<file path="config.mk">
export PLATFORM = sky130hd
export DESIGN_NAME = matrix_frame_scheduler
export DESIGN_NICKNAME = d
export VERILOG_FILES = /design/src/rtl/matrix_pkg.sv /design/src/rtl/rr_arbiter2.sv /design/src/rtl/matrix_frame_scheduler.sv
export SDC_FILE = /design/constraint.sdc
export NUM_CORES = 1
export LEC_CHECK = 0
export ABC_AREA = 1
export BUFFER_PORTS_ARGS = -buffer_cell sky130_fd_sc_hd__buf_2
export CORE_UTILIZATION = 30
export DETAILED_ROUTE_END_ITERATION = 16
export PLACE_DENSITY = 0.51
export SYNTH_ARGS = -nofsm -noshare
export SYNTH_HDL_FRONTEND = slang
export SYNTH_SLANG_ARGS = --single-unit
</file>
<file path="constraint.sdc">
create_clock -name clk -period 3.2 [get_ports clk]
set_input_delay 0.32 -clock clk [delete_from_list [all_inputs] [get_ports clk]]
set_output_delay 0.32 -clock clk [all_outputs]
set_load 0.005 [all_outputs]
</file>
<file path="src/rtl/matrix_pkg.sv">
// Shared types for the matrix frame scheduler: one 8-pixel row and an 8x8 frame.
package matrix_pkg;
  typedef logic [7:0] row_t;
  typedef row_t [7:0] frame_t;
  localparam int NREQ = 2;
endpackage

</file>
<file path="src/rtl/rr_arbiter2.sv">
// Two-way round-robin row-write arbiter; the pointer names the requester that wins a tie.
module rr_arbiter2
  import matrix_pkg::*;
(
  input  logic            clk,
  input  logic            nrst,
  input  logic [NREQ-1:0] req,
  input  logic            stall,
  output logic [NREQ-1:0] gnt
);
  logic ptr;

  // Grants are suppressed while in reset so a held request cannot write during it.
  always_comb begin
    gnt = '0;
    if (nrst && !stall) begin
      if (req[0] && (!req[1] || !ptr)) gnt = 2'b01;
      else if (req[1])                 gnt = 2'b10;
    end
  end

  always_ff @(posedge clk) begin
    if (!nrst)       ptr <= 1'b0;
    else if (gnt[0]) ptr <= 1'b1;
    else if (gnt[1]) ptr <= 1'b0;
  end
endmodule

</file>
<file path="src/rtl/matrix_frame_scheduler.sv">
// Double-buffered frame scheduler: arbitrated row writes into a back buffer,
// published to the front buffer on request once the current frame has been held long enough.
module matrix_frame_scheduler
  import matrix_pkg::*;
#(
  parameter int HOLD_CYCLES = 50000
) (
  input  logic            clk,
  input  logic            nrst,
  input  logic [1:0]      req,
  input  logic [2:0]      row0,
  input  logic [7:0]      data0,
  input  logic [2:0]      row1,
  input  logic [7:0]      data1,
  output logic [1:0]      gnt,
  input  logic            swap_req,
  input  logic            blank,
  output logic            swap_pend,
  output logic [7:0][7:0] matdata,
  output logic            drv_en
);
  localparam int             CW   = $clog2(HOLD_CYCLES);
  localparam logic [CW-1:0]  CMAX = CW'(HOLD_CYCLES - 1);

  frame_t        back, front;
  logic [CW-1:0] cnt;
  logic          shown;
  logic          swap;

  // Swap steals the cycle from the writers so a copy never races a row update.
  assign swap = swap_pend && (cnt == CMAX);

  rr_arbiter2 u_arb (
    .clk   (clk),
    .nrst  (nrst),
    .req   (req),
    .stall (swap),
    .gnt   (gnt)
  );

  always_ff @(posedge clk) begin
    if (!nrst) begin
      back      <= '0;
      front     <= '0;
      cnt       <= '0;
      shown     <= 1'b0;
      swap_pend <= 1'b0;
      drv_en    <= 1'b0;
    end else begin
      if (gnt[0])      back[row0] <= data0;
      else if (gnt[1]) back[row1] <= data1;
      if (swap) begin
        front <= back;
        cnt   <= '0;
        shown <= 1'b1;
      end else if (cnt != CMAX) begin
        cnt <= cnt + CW'(1);
      end
      swap_pend <= swap_req | (swap_pend & ~swap);
      drv_en    <= shown & ~blank;
    end
  end

  assign matdata = front;
endmodule
</file>
==> flow_summary.ini <==
[yosys]
netlist_top_cells_area = dfxtp_1, nand2_1, nor2_1
synth-xor-area-share_pct = 0.351
yosys.area.top_type_share_pct = 39.6
synthMuxAreaShare_pct = 0
synth_top_family_by_area = simple AND/OR/NAND/NOR gates
syn_nets = 1189
synth_area_mm2 = 0.00748
yosys.area_share.simple_pct = 42.9
yosys.area.top_type = dfxtp_1
syn_inst = 1160
synth_compound_area_share_pct = 5.61
yosysWarnings = 0
synth_fa_ha_area_share_pct = 0.167
synth_edf_count = 0
async_flop_share_pct = 0
synthFlopType = dfxtp_1
synth-seq-cells = 148
synth_cell_types = 33
avgSynthCellArea_um2 = 6.44
synthTopCellsByCount = nand2_1, nor2_1, dfxtp_1
synth_seq_area_share_pct = 39.6
synth_most_common_cell = nand2_1

[cts]
cts.hold.buffers_added = 0
post_cts_resized = 0
cts_root_buf = clkbuf_16
cts.htree.levels = 4
cts_sinks = 148
insertion_delay_ps = 430
cts_setup_buffers = 0
cts_tree = done
clk_pin_slew_ps = 60
cts_buffer_depth = 2
numCtsBuffers = 17

[global_route]
grt_pass1_wl_um = 32900
overflow = 0
antenna_found_initial = 3
grt_start_max_net_pins = 77
grt_pass1_vias = 6220
grt_use_total_pct = 16.3

[timing]
finalSetupViolCount = 0
min_period_ps = 3030
hold_slack_ps = 53.5
final_max_slew_viol_count = 0
fin_skew_ps = 9.22
rsz0062_at_grt = false
timing.final.crit_share_pct = 94.7
maxSlewHeadroom_pct = 25.0
fmax_ghz = 0.330
fin_setup_tns_ps = 0
finalHoldViolCount = 0
worst_pin_slew_ps = 1120

[route]
finalWirelength_um = 20700
drt_iter0_drc = 619
drc_errors = 0
vias_per_cell = 4.47
dr_total_vias = 6925
drtPass1Iterations = 5
wl_per_cell_um = 13.4
ant_nets = 0

[power]
pwr-share-seq_pct = 46.4
p_leak_uw = 0.00416
clkPwrFrac_pct = 44.5
ir_drop_v = 0.000309
p_sw_share_pct = 25.6
internal_power_uw = 3090
netSwitchingPower_uw = 1060
p_per_area_mw_per_mm2 = 489
comb_power_share_pct = 9.1

[critical_path]
worstSetupPathType = register to output port
worstPathArrival_ps = 2710
critPathRequiredTime_ps = 2880
critPathMostFrequentCell = nand3_4
worstPathMaxFanout = 65
slowest_delay_ps = 820
cpMaxStageDelayCell = inv_2
end_kind = output port
start_kind = register
crit_chain = ha_1, nand3_1, nor2_4, nand3_4, nand3_4, inv_2, buf_2

[floorplan]
rows = 57
dieArea_mm2 = 0.0256
core-area_mm2 = 0.0244
initial_core_util_pct = 30.7
fp.dieW_um = 160
io_pins = 96
die_h_um = 160

[place]
placed_area_mm2 = 0.00798
dp_hpwl_um = 13700
dp.cells = 1518
portBuffers = 95
routabilityCongestion = 0.785

[layout]
fill_cells = 2763
finalNonFillerCells = 1550
postLayoutCellArea_mm2 = 0.00851
fin_nets = 1242
layout-drive-gt1-share_pct = 12.9
syn_to_final_growth_pct = 13.8

[hold_path]
hold_class = primary input to register

[flow_run]
max-cap-violations = 0

[status]
status = completed
## worst max-delay path: cells and delay by family (launching register included)
family | cells | cell delay [ps]
simple gates | 4 | 630
buf+inv | 2 | 1080
flops | 1 | 330
fa+ha+maj | 1 | 230
## layout by cell type, fill, tap and decap left out, types with 8 or more instances in the layout
master     instances
nand2_1          417
nor2_1           210
dfxtp_1          148
inv_1             97
buf_2             95
nand3_1           80
a21oi_1           76
clkbuf_16         17
nand4_1           11
nand3_4           10
nor3_2             8
## state kept, by name (all words and copies together) (netlist names)
name,count
u_arb.ptr,1
swap_pend,1
drv_en,1
matdata,64
cnt,16
shown,1
back,64
## power by group through the flow
| stage | Sequential [µW] | Clock [µW] | Combinational, µW |
|---|---|---|---|
| 2_1_floorplan | 1960 | 0 | 312 |
| 3_3_place_gp | 1970 | 0 | 374 |
| 3_5_place_dp | 1970 | 0 | 377 |
| 4_1_cts | 1930 | 1900 | 380 |
| 5_1_grt | 1930 | 1980 | 428 |
| 6_report | 1930 | 1850 | 378 |
## per-layer routing
metal	share of wire (%)	track usage (%)	wire (µm)
met1	48	21.4	10000
met2	45	25.5	9260
met3	4.6	4.00	944
met4	2.3	6.67	479
met5	0.053	0	11
## layout make-up
type	count	area (µm²)	area share [%]
diodes	2	5.00	0.0588
clock buffers	24	472	5.54
clock inverters	6	55.1	0.647
inverters	105	394	4.63
multi-input cells	840	3670	43.1
flip-flops and latches	148	2960	34.8
well taps	324	405	4.77
repair buffers	101	546	6.41
## metrics by stage
step	utilization (%)	total power, µW	setup slack [ps]
2_1_floorplan	-	2270	1420
3_3_place_gp	32.7	2340	383
3_5_place_dp	32.7	2340	337
4_1_cts	34.9	4210	184
5_1_grt	34.9	4340	2.43
6_report	34.9	4160	170
## cells by family after synthesis
kind of cell             count (synthesis)
adder cells (fa/ha/maj)                  1
AO/OA/AOI/OAI                           82
buffers and inverters                  172
XOR/XNOR                                 3
AND/OR/NAND/NOR                        754
flip-flops                             148
## worst paths after layout
check                                               from                        to  slack (ps)  cells past startpoint
worst max-delay path                 cnt[0]$_SDFFE_PP0P_                    gnt[0]         170                      7
worst min register to register  matdata[34]$_SDFFE_PN0P_  matdata[34]$_SDFFE_PN0P_         460                      2
worst min-delay path                               blank         drv_en$_SDFF_PN0_          50                      2
worst max register to register       cnt[0]$_SDFFE_PP0P_     back[44]$_SDFFE_PN0P_         330                     11
Power figures use the tool's default switching activity.
